### src/rtl/dac_seq_pkg.sv
`default_nettype none
// ============================================================================
//  Module      : dac_seq_pkg
//  Description : Shared constants and state encoding for the square-wave
//                voltammetry DAC sequencer (word indices, FSM states).
//  Revision    : 1.0 - initial release
// ============================================================================
package dac_seq_pkg;

    localparam int NUM_WORDS = 7;   // configuration words per segment
    localparam int WORD_W    = 16;  // width of one configuration word
    localparam int ABORT_CYC = 2;   // cycles eng_rst is held during an abort

    // Order in which the engine expects its configuration words
    localparam logic [2:0] W_ADC_REF  = 3'd0;
    localparam logic [2:0] W_E_INIT   = 3'd1;
    localparam logic [2:0] W_E_RAISE  = 3'd2;
    localparam logic [2:0] W_E_FALL   = 3'd3;
    localparam logic [2:0] W_TMAX_HI  = 3'd4;
    localparam logic [2:0] W_TMAX_LO  = 3'd5;
    localparam logic [2:0] W_STEP_MAX = 3'd6;

    typedef enum logic [2:0] {
        S_IDLE    = 3'd0,
        S_LOAD    = 3'd1,
        S_ARM     = 3'd2,
        S_WAIT_EN = 3'd3,
        S_RUN     = 3'd4,
        S_NEXT    = 3'd5,
        S_ABORT   = 3'd6
    } seq_state_t;

endpackage
`default_nettype wire

### src/rtl/dac_seq_word_loader.sv
`default_nettype none
// ============================================================================
//  Module      : dac_seq_word_loader
//  Description : Serialises the 7 configuration words of one segment onto the
//                engine data bus. Each word: SETTLE_CYC cycles of setup,
//                TRIG_WIDTH cycles of update strobe, SETTLE_CYC cycles of hold.
//                Emits a one-cycle done pulse after the last word.
//  Revision    : 1.0 - initial release
// ============================================================================
module dac_seq_word_loader
    import dac_seq_pkg::*;
#(
    parameter int TRIG_WIDTH = 2,
    parameter int SETTLE_CYC = 4
)(
    input  logic                        ti_clk,
    input  logic                        rst_n,
    input  logic                        i_start,
    input  logic                        i_clear,
    input  logic [NUM_WORDS*WORD_W-1:0] i_words,
    output logic [WORD_W-1:0]           o_data,
    output logic                        o_update,
    output logic                        o_done
);

    localparam int WORD_CYC = 2*SETTLE_CYC + TRIG_WIDTH;
    localparam int CNT_W    = $clog2(WORD_CYC + 1);
    localparam logic [CNT_W-1:0] C_LAST   = CNT_W'(WORD_CYC - 1);
    localparam logic [CNT_W-1:0] C_UPD_LO = CNT_W'(SETTLE_CYC);
    localparam logic [CNT_W-1:0] C_UPD_HI = CNT_W'(SETTLE_CYC + TRIG_WIDTH);
    localparam logic [2:0]       C_LAST_W = 3'(NUM_WORDS - 1);

    logic              r_active;
    logic [CNT_W-1:0]  r_cnt;
    logic [2:0]        r_w;
    logic [WORD_W-1:0] r_data;
    logic              r_done;
    logic [2:0]        w_next_w;

    assign w_next_w = r_w + 3'd1;

    // Word/phase counters; data register only changes at a word boundary so it
    // stays stable around the strobe and holds its value once the load ends.
    always_ff @(posedge ti_clk or negedge rst_n) begin
        if (!rst_n) begin
            r_active <= 1'b0;
            r_cnt    <= '0;
            r_w      <= '0;
            r_data   <= '0;
            r_done   <= 1'b0;
        end else begin
            r_done <= 1'b0;
            if (i_clear) begin
                r_active <= 1'b0;
                r_cnt    <= '0;
                r_w      <= '0;
            end else if (i_start) begin
                r_active <= 1'b1;
                r_cnt    <= '0;
                r_w      <= '0;
                r_data   <= i_words[0 +: WORD_W];
            end else if (r_active) begin
                if (r_cnt == C_LAST) begin
                    r_cnt <= '0;
                    if (r_w == C_LAST_W) begin
                        r_active <= 1'b0;
                        r_done   <= 1'b1;
                    end else begin
                        r_w    <= w_next_w;
                        r_data <= i_words[int'(w_next_w)*WORD_W +: WORD_W];
                    end
                end else begin
                    r_cnt <= r_cnt + 1'b1;
                end
            end
        end
    end

    assign o_data   = r_data;
    assign o_update = r_active && (r_cnt >= C_UPD_LO) && (r_cnt < C_UPD_HI);
    assign o_done   = r_done;

endmodule
`default_nettype wire

### src/rtl/dac_swv_sequencer.sv
`default_nettype none
// ============================================================================
//  Module      : dac_swv_sequencer
//  Description : Host-side segment scheduler for the SWV DAC engine. Holds a
//                NUM_SEG x 7 word table, and on go loads/starts/monitors each
//                segment in turn. Build option DAC_SEQ_LOOP_EN adds a loop_en
//                input that repeats the sequence until abort.
//  Revision    : 1.0 - initial release
// ============================================================================
module dac_swv_sequencer
    import dac_seq_pkg::*;
#(
    parameter int NUM_SEG    = 8,
    parameter int TRIG_WIDTH = 2,
    parameter int SETTLE_CYC = 4,
    parameter int ARM_TMO    = 16
)(
    input  logic                       ti_clk,
    input  logic                       rst_n,
    input  logic                       cfg_we,
    input  logic [$clog2(NUM_SEG)-1:0] cfg_seg,
    input  logic [2:0]                 cfg_word,
    input  logic [15:0]                cfg_data,
    input  logic [$clog2(NUM_SEG):0]   seq_len,
    input  logic                       go,
    input  logic                       abort,
`ifdef DAC_SEQ_LOOP_EN
    input  logic                       loop_en,
`endif
    input  logic                       eng_enable,
    output logic [15:0]                eng_data,
    output logic                       eng_update,
    output logic                       eng_start,
    output logic                       eng_rst,
    output logic                       busy,
    output logic [$clog2(NUM_SEG)-1:0] cur_seg,
    output logic                       done,
    output logic                       err
);

    localparam int SEG_W = $clog2(NUM_SEG);
    localparam int LEN_W = SEG_W + 1;
    localparam int CNT_W = $clog2(ARM_TMO + TRIG_WIDTH + ABORT_CYC) + 1;
    localparam logic [CNT_W-1:0] C_TRIG_LAST  = CNT_W'(TRIG_WIDTH - 1);
    localparam logic [CNT_W-1:0] C_TMO_LAST   = CNT_W'(ARM_TMO - 1);
    localparam logic [CNT_W-1:0] C_ABORT_LAST = CNT_W'(ABORT_CYC - 1);
    localparam logic [LEN_W-1:0] C_MAX_LEN    = LEN_W'(NUM_SEG);

    seq_state_t        r_state, w_state_nxt;
    logic [CNT_W-1:0]  r_cnt, w_cnt_nxt;
    logic [SEG_W-1:0]  r_cur_seg, w_seg_nxt;
    logic [LEN_W-1:0]  r_len, w_len_nxt;
    logic              r_err, w_err_nxt;
    logic              r_ld_start;
    logic              r_en_s1, r_en_s2;
    logic              w_go_ok, w_last, w_loop;
    logic              w_done, w_start, w_rst, w_ld_clear;
    logic              w_ld_update, w_ld_done;
    logic              w_tbl_we;
    logic [NUM_WORDS*WORD_W-1:0] w_words;

    logic [WORD_W-1:0] r_table [NUM_SEG][NUM_WORDS];

    // A go is taken only in IDLE, only without a concurrent abort, and only
    // with a segment count the table can supply.
    assign w_go_ok  = go && !abort && (seq_len != '0) && (seq_len <= C_MAX_LEN);
    assign w_last   = ({1'b0, r_cur_seg} == (r_len - 1'b1));
    assign w_tbl_we = cfg_we && (r_state == S_IDLE) && (cfg_word < 3'(NUM_WORDS));

    // Table writes are accepted only while idle; contents are not reset.
    always_ff @(posedge ti_clk) begin
        if (w_tbl_we) begin
            r_table[cfg_seg][cfg_word] <= cfg_data;
        end
    end

    generate
        for (genvar gw = 0; gw < NUM_WORDS; gw++) begin : g_words
            assign w_words[gw*WORD_W +: WORD_W] = r_table[r_cur_seg][gw];
        end
    endgenerate

`ifdef DAC_SEQ_LOOP_EN
    logic r_loop;
    // Loop mode is captured together with seq_len on an accepted go.
    always_ff @(posedge ti_clk or negedge rst_n) begin
        if (!rst_n) begin
            r_loop <= 1'b0;
        end else if ((r_state == S_IDLE) && w_go_ok) begin
            r_loop <= loop_en;
        end
    end
    assign w_loop = r_loop;
`else
    assign w_loop = 1'b0;
`endif

    // State, counters and the two-flop synchroniser for the engine enable,
    // which is produced outside this clock's posedge timing.
    always_ff @(posedge ti_clk or negedge rst_n) begin
        if (!rst_n) begin
            r_state    <= S_IDLE;
            r_cnt      <= '0;
            r_cur_seg  <= '0;
            r_len      <= '0;
            r_err      <= 1'b0;
            r_ld_start <= 1'b0;
            r_en_s1    <= 1'b0;
            r_en_s2    <= 1'b0;
        end else begin
            r_state    <= w_state_nxt;
            r_cnt      <= w_cnt_nxt;
            r_cur_seg  <= w_seg_nxt;
            r_len      <= w_len_nxt;
            r_err      <= w_err_nxt;
            r_ld_start <= (w_state_nxt == S_LOAD) && (r_state != S_LOAD);
            r_en_s1    <= eng_enable;
            r_en_s2    <= r_en_s1;
        end
    end

    // Next-state and strobe decode; abort overrides every busy state.
    always_comb begin
        w_state_nxt = r_state;
        w_cnt_nxt   = r_cnt;
        w_seg_nxt   = r_cur_seg;
        w_len_nxt   = r_len;
        w_err_nxt   = r_err;
        w_done      = 1'b0;
        w_start     = 1'b0;
        w_rst       = 1'b0;
        case (r_state)
            S_IDLE: begin
                if (go && !abort) begin
                    if (w_go_ok) begin
                        w_state_nxt = S_LOAD;
                        w_seg_nxt   = '0;
                        w_len_nxt   = seq_len;
                        w_err_nxt   = 1'b0;
                        w_cnt_nxt   = '0;
                    end else begin
                        w_err_nxt = 1'b1;
                    end
                end
            end
            S_LOAD: begin
                if (w_ld_done) begin
                    w_state_nxt = S_ARM;
                    w_cnt_nxt   = '0;
                end
            end
            S_ARM: begin
                w_start = 1'b1;
                if (r_cnt == C_TRIG_LAST) begin
                    w_state_nxt = S_WAIT_EN;
                    w_cnt_nxt   = '0;
                end else begin
                    w_cnt_nxt = r_cnt + 1'b1;
                end
            end
            S_WAIT_EN: begin
                if (r_en_s2) begin
                    w_state_nxt = S_RUN;
                    w_cnt_nxt   = '0;
                end else if (r_cnt == C_TMO_LAST) begin
                    w_state_nxt = S_ABORT;
                    w_err_nxt   = 1'b1;
                    w_cnt_nxt   = '0;
                end else begin
                    w_cnt_nxt = r_cnt + 1'b1;
                end
            end
            S_RUN: begin
                // RUN is entered with the synchronised enable high, so a low
                // level here marks the falling edge.
                if (!r_en_s2) begin
                    w_state_nxt = S_NEXT;
                end
            end
            S_NEXT: begin
                if (w_last) begin
                    w_done = 1'b1;
                    if (w_loop) begin
                        w_seg_nxt   = '0;
                        w_state_nxt = S_LOAD;
                    end else begin
                        w_state_nxt = S_IDLE;
                    end
                end else begin
                    w_seg_nxt   = r_cur_seg + 1'b1;
                    w_state_nxt = S_LOAD;
                end
            end
            S_ABORT: begin
                w_rst = 1'b1;
                if (r_cnt == C_ABORT_LAST) begin
                    w_state_nxt = S_IDLE;
                    w_cnt_nxt   = '0;
                end else begin
                    w_cnt_nxt = r_cnt + 1'b1;
                end
            end
            default: begin
                w_state_nxt = S_IDLE;
                w_cnt_nxt   = '0;
            end
        endcase
        if (abort && (r_state != S_IDLE) && (r_state != S_ABORT)) begin
            w_state_nxt = S_ABORT;
            w_cnt_nxt   = '0;
            w_done      = 1'b0;
        end
    end

    assign w_ld_clear = (w_state_nxt == S_ABORT);

    dac_seq_word_loader #(
        .TRIG_WIDTH (TRIG_WIDTH),
        .SETTLE_CYC (SETTLE_CYC)
    ) u_loader (
        .ti_clk   (ti_clk),
        .rst_n    (rst_n),
        .i_start  (r_ld_start),
        .i_clear  (w_ld_clear),
        .i_words  (w_words),
        .o_data   (eng_data),
        .o_update (w_ld_update),
        .o_done   (w_ld_done)
    );

    assign eng_update = w_ld_update && (r_state == S_LOAD);
    assign eng_start  = w_start;
    assign eng_rst    = w_rst;
    assign busy       = (r_state != S_IDLE) && (r_state != S_ABORT);
    assign cur_seg    = r_cur_seg;
    assign done       = w_done;
    assign err        = r_err;

endmodule
`default_nettype wire

### config.mk
export PLATFORM = sky130hd
export DESIGN_NAME = dac_swv_sequencer
export DESIGN_NICKNAME = d
export VERILOG_FILES = /design/src/rtl/dac_seq_pkg.sv /design/src/rtl/dac_seq_word_loader.sv /design/src/rtl/dac_swv_sequencer.sv
export SDC_FILE = /design/constraint.sdc
export NUM_CORES = 1
export LEC_CHECK = 0
export CAP_MARGIN = 20
export CELL_PAD_IN_SITES_DETAIL_PLACEMENT = 1
export CELL_PAD_IN_SITES_GLOBAL_PLACEMENT = 2
export CORE_MARGIN = 2
export CORE_UTILIZATION = 30
export DETAILED_ROUTE_END_ITERATION = 6
export PLACE_DENSITY_LB_ADDON = 0.1
export SETUP_SLACK_MARGIN = 0.4
export SLEW_MARGIN = 0
export SYNTH_ARGS = -nofsm -noshare
export SYNTH_HDL_FRONTEND = slang
export SYNTH_SLANG_ARGS = --single-unit
### constraint.sdc
create_clock -name ti_clk -period 4.6 [get_ports ti_clk]
set_clock_uncertainty 0.15 [all_clocks]
set_input_delay 1.38 -clock ti_clk [delete_from_list [all_inputs] [get_ports ti_clk]]
set_output_delay 1.38 -clock ti_clk [all_outputs]
set_load 0.05 [all_outputs]
# Word level (Yosys, flattened, before mapping)
# Memory sizes are Yosys's and may differ from the RTL's.
# Index checks and enable logic that the tools add are counted.
[word_totals] register_bits=45 latchBits=0 ram_bits=896 mem_bits_ro=0 out_inout_bits=25 word_cells=145 n_memories=1
[memory_table] memory="r_table" depth=8 word_bits=112 rd=1 rd_ports_with_merged_regs=0 write_ports=1 line_no="dac_swv_sequencer.sv:62" source="logic [WORD_W-1:0] r_table [NUM_SEG][NUM_WORDS];"
[op_classes] add_sub_neg=5 multipliers=0 div=0 magnitude_cmp=6 eq_ne=26 shift=1 n_mux=60 bitwise_logic=2 n_reduce_logical=31
[op_table] op="two-way mux 112 bit" count=1
[op_table] op="indexed part select 112 x 8 -> 16 bit" count=1
[op_table] op="two-way mux 16 bit" count=5
[op_table] op="two-way mux 3 bit" count=17
[op_table] op="demux 16 bit (select 3 bit)" count=1
[op_table] op="two-way mux 6 bit" count=7
[op_table] op="one-hot mux 6 bit (5 select lines)" count=1
[op_table] op="two-way mux 1 bit" count=21
[op_table] op="one-hot mux 3 bit (7 select lines)" count=1
[op_table] op="two-way mux 4 bit" count=4
[op_table] op="AND reduction 4 bit" count=4
[op_table] op="== test 3 bit (second input constant)" count=5
[op_table] op="logical AND 1 bit" count=13
[op_table] op="inequality test 2 bit (second input constant)" count=6
[op_table] op="inequality test 3 x 2 -> 1 bit (second input constant)" count=4
[op_table] op="nonzero test 3 bit" count=3
[op_table] op="nonzero test 2 bit" count=4
[op_table] op="adder 3 x 1 -> 3 bit (second input constant)" count=2
[op_table] op="adder 6 x 1 -> 6 bit (second input constant)" count=1
[op_table] op="== test 3 x 1 -> 1 bit (second input constant)" count=2
[op_table] op="== test 3 x 2 -> 1 bit (second input constant)" count=2
[op_table] op="== test 6 x 1 -> 1 bit (second input constant)" count=1
[op_table] op="== test 6 x 4 -> 1 bit (second input constant)" count=1
[op_table] op="one-hot mux 3 bit (2 select lines)" count=1
[op_table] op="21 further kinds" count=23

# Longest topological paths before layout
[depth] word_depth=11 ltp_mapped=10 mapped_depth_nobuf=8

# Modules after synthesis
# From an unflattened synthesis, not the netlist that was laid out.
[unflattened] hier_cells=1748 area_unflattened_um2=37334.6
[by_module_without_submodules] module="dac_swv_sequencer" instances=1 cells_each=1506 area_each_um2=35088.7 seq_area_each_um2=27406.3
[by_module_without_submodules] module="dac_seq_word_loader" instances=1 cells_each=242 area_each_um2=2245.9 seq_area_each_um2=625.6

# Worst setup path before layout
# No wires, ideal clock.
[synth_path] path_kind="input port to output port" start="input port abort" end="output port done" t_arrival_ns=2.477 required_time_ns=3.070 setup_slack_ns=0.593 stages=1 n_path_buf=0 cell_sequence="nor3_1"
[synth_between] elab_chain_len=3
[synth_rtl] item="start, declared" line_no="dac_swv_sequencer.sv:26" source="input logic abort,"
[synth_rtl] item="logical AND 1 bit (2 in series)" line_no="dac_swv_sequencer.sv:208" source="if (abort && (r_state != S_IDLE) && (r_state != S_ABORT)) begin"
[synth_rtl] item="two-way mux 1 bit" line_no="dac_swv_sequencer.sv:208"
[synth_rtl] item="end, declared" line_no="dac_swv_sequencer.sv:37" source="output logic done,"
# Every way passes these cells.

# Worst setup path in the final report
[layout_path] start="register r_cur_seg[1] (netlist: cur_seg[1])" end="output port done"
[layout_between] elab_chain_len=4
[layout_rtl] item="start, declared" line_no="dac_swv_sequencer.sv:51" source="logic [SEG_W-1:0] r_cur_seg, w_seg_nxt;"
[layout_rtl] item="start signal, assigned" line_no="dac_swv_sequencer.sv:113" source="r_cur_seg <= w_seg_nxt;"
[layout_rtl] item="== test 3 x 4 -> 1 bit" line_no="dac_swv_sequencer.sv:67" source="assign w_last = ({1'b0, r_cur_seg} == (r_len - 1'b1));"
[layout_rtl] item="two-way mux 1 bit" line_no="dac_swv_sequencer.sv:181" source="if (w_last) begin"
[layout_rtl] item="two-way mux 1 bit" line_no="dac_swv_sequencer.sv:132" source="case (r_state)"
[layout_rtl] item="two-way mux 1 bit" line_no="dac_swv_sequencer.sv:208"
# Every way passes these cells.

==> impl_metrics.py <==
metrics = {
    "floorplan": {
        "start_util_pct": 30.1,
        "core_um2": 123000,
        "dieWidth_um": 356,
        "fp.dieArea_um2": 127000,
        "top_level_ports": 57,
        "rows": 129,
        "die_h_um": 356,
    },
    "sta": {
        "rsz0062_at_grt": "no",
        "hold_violations": 0,
        "fin_crit_sh_pct": 88.2,
        "slew_violations": 0,
        "finalWorstSetupSlack_ns": 0.545,
        "layout_min_cycle_time_ns": 4.06,
        "max_freq_mhz": 247,
        "setup-tns-final_ns": 0,
        "final-setup-viol-count": 0,
        "tightestPinTransition_ns": 1.08,
        "maxSlewHeadroom_pct": 27.8,
    },
    "global_route": {
        "antenna_found_initial": 9,
        "grt_pass1_vias": 20500,
        "grt_usage_pct": 18.1,
        "grt_max_degree": 73,
        "globalRouteOverflowTotal": 0,
        "grt_pass1_wl_um": 161000,
    },
    "yosys": {
        "syn-cell-area_um2": 37200,
        "synth_top_area_cell": "edfxtp_1",
        "synthTopCellsByCount": "edfxtp_1 (896), mux4_2 (165), mux2i_1 (156)",
        "ys_seq_area_share_pct": 75.4,
        "synthTopCellsByArea": "edfxtp_1 (72%), mux4_2 (10%), mux2i_1 (4.2%)",
        "syn_nets": 1951,
        "syn_inst": 1911,
        "yosys_warnings": 0,
        "synth.top_cell.area_share_pct": 72.4,
        "syn_area_per_cell_um2": 19.5,
        "async_flop_share_pct": 4.78,
        "yosysUniqueCellTypes": 67,
        "ys_ff_latch": 941,
        "post-synth-top-count-cell": "edfxtp_1",
        "synth_edf_count": 896,
        "synth_flop_cell": "edfxtp_1",
    },
    "final_layout": {
        "stdcell_count": 3842,
        "drive_gt1_share_pct": 23.2,
        "postLayoutCellArea_um2": 43500,
        "syn_to_final_growth_pct": 16.9,
        "nNetsFinal": 2155,
    },
    "critical_path": {
        "cp_max_fo": 23,
        "required_ns": 3.07,
        "crit_path_end_kind": "output pin",
        "critPathKind": "register to output pin",
        "startpoint_type": "register",
        "cp.arrival_ns": 2.53,
    },
    "clock_network": {
        "clockBufferDepth": 3,
        "cts_buffers": 104,
        "clk_latency_ns": 0.70,
        "clkSlewWorstSetupHoldPaths_ns": 0.06,
        "clk_root_buffer_cell": "clkbuf_16",
        "cts_tree": "done",
        "htreeDepth": 3,
        "clock_sinks": 941,
    },
    "drt": {
        "wl_per_cell_um": 29.8,
        "vias_per_cell": 4.99,
        "dr.pass1.iters": 5,
        "wirelength_um": 114000,
        "vias": 19200,
        "drc_errors": 0,
        "ant_nets": 0,
        "drtIter0Drc": 1405,
    },
    "placement": {
        "gp_congestion": 0.800,
        "place_ws_ns": 0.688,
        "dpl.cell_count": 3645,
        "port_buffers": 56,
        "placed_area_um2": 40300,
        "dp_hpwl_um": 73400,
    },
    "min_path": {
        "hp-class": "register to register",
    },
    "pwr": {
        "ir_worst_vdd_mv": 0.279,
        "leakagePower_uw": 0.0137,
        "powerDensity_nw_per_um2": 547,
        "power.total_uw": 23800,
    },
    "job": {
        "drv_cap": 0,
    },
    "outcome": {
        "status": "complete, no violations",
    },
}
[where the power goes]
part           switching [uW]  internal (uW)  total (uW)
Clock                    3410           4290        7700
Sequential                330           9550        9880
Combinational            3730           2460        6190
Total                    7460          16300       23800
[registers in the layout, indices dropped and copies added (netlist names), 3 cells and up]
register and count:
u_loader.r_cnt 4, r_cnt 6, r_table 896, r_len 4, cur_seg 3, r_state 3
u_loader.o_data 16, u_loader.r_w 3
[metrics by stage]
step                      util [%]  hold slack [ns]
after global routing          35.2            0.224
final                         35.3            0.221
after CTS                     35.2            0.224
after detailed placement      32.7            0.188
after global placement        32.7            0.196
after floorplan                  -            0.181
[worst max-delay path: stages (launching register included)]
cell and delay [ns]:
dfrtp_4 0.77, xnor2_1 0.15, nor2_1 0.19, nand3_1 0.16, nor3_1 0.35, buf_12 0.19
[timing repair]
item / 4_1_cts / 5_1_grt
hold buffers: 0 / 0
endpoints found under the setup margin: 3 / 1
pin swaps: 0 / 0
cloned: 0 / 0
gates resized for setup: 2 / 1
endpoints found under the hold margin: 0 / 0
buffers inserted: 1 / 0
[cell usage in the layout (no fill, tap or decap), types with 4 or more instances in the layout]
master and instances:
a211oi_1 8, buf_2 17, xnor2_1 6, nor2b_1 20, edfxtp_1 896, nor2_2 22, clkbuf_1 25, clkdlybuf4s50_1 36
nor3_1 22, and2_1 6, a22o_1 14, inv_1 13, nand3_1 37, o21a_1 4, mux2i_1 156, and3_1 10
nand2b_1 11, a31oi_1 21, nor2_1 84, a21oi_1 36, mux2_2 15, clkinv_1 32, mux4_2 165, diode_2 7
o2111ai_1 5, buf_12 9, o21ai_0 27, ha_1 8, buf_4 131, a221oi_1 11, nand2_1 53, o22a_1 6
clkbuf_16 106, dfrtp_1 41, clkinv_2 18, a22oi_1 49, nand4_1 4
[final timing paths]
path	start	to	slack, ns	cells after the start
max reg2reg	cur_seg[0]$_DFFE_PN0P_	u_loader.o_data[13]$_DFFE_PN0P_	1.04	6
min	r_en_s1$_DFF_PN0_	r_en_s2$_DFF_PN0_	0.22	0
max in group asynchronous	rst_n	u_loader.o_data[12]$_DFFE_PN0P_	2.98	2
max	cur_seg[1]$_DFFE_PN0P_	done	0.54	5
min reg2reg	r_en_s1$_DFF_PN0_	r_en_s2$_DFF_PN0_	0.22	0
min in group asynchronous	rst_n	r_cnt[5]$_DFFE_PN0P_	0.53	1
[area by class of cell]
class / count / area, um2
sequential: 941 / 28000
timing repair buffer: 195 / 1630
inverter: 16 / 60.1
antenna: 7 / 17.5
tap: 1637 / 2050
clock buffer: 133 / 2770
multi-input combinational: 857 / 8590
clock inverter: 56 / 319
fill: 12200 / 79800
[layer usage]
metal,up-vias,global-route usage [%],routed length (um)
met2,376,28.8,53700
met5,-,0,39
met3,138,3.12,5030
met1,10400,25.5,53100
met4,6,5.29,2510
li1,8251,-,-
[kinds of logic after synthesis]
group | after synthesis | synth area share (%)
adder cells (fa/ha/maj) | 8 | 0.269
buffers and inverters | 113 | 1.72
AND/OR/NAND/NOR | 293 | 3.78
flip-flops | 941 | 75.4
AO/OA/AOI/OAI | 211 | 3.95
XOR/XNOR | 9 | 0.232
multiplexers | 336 | 14.6
No activity file was read; power rests on OpenSTA's default activity.
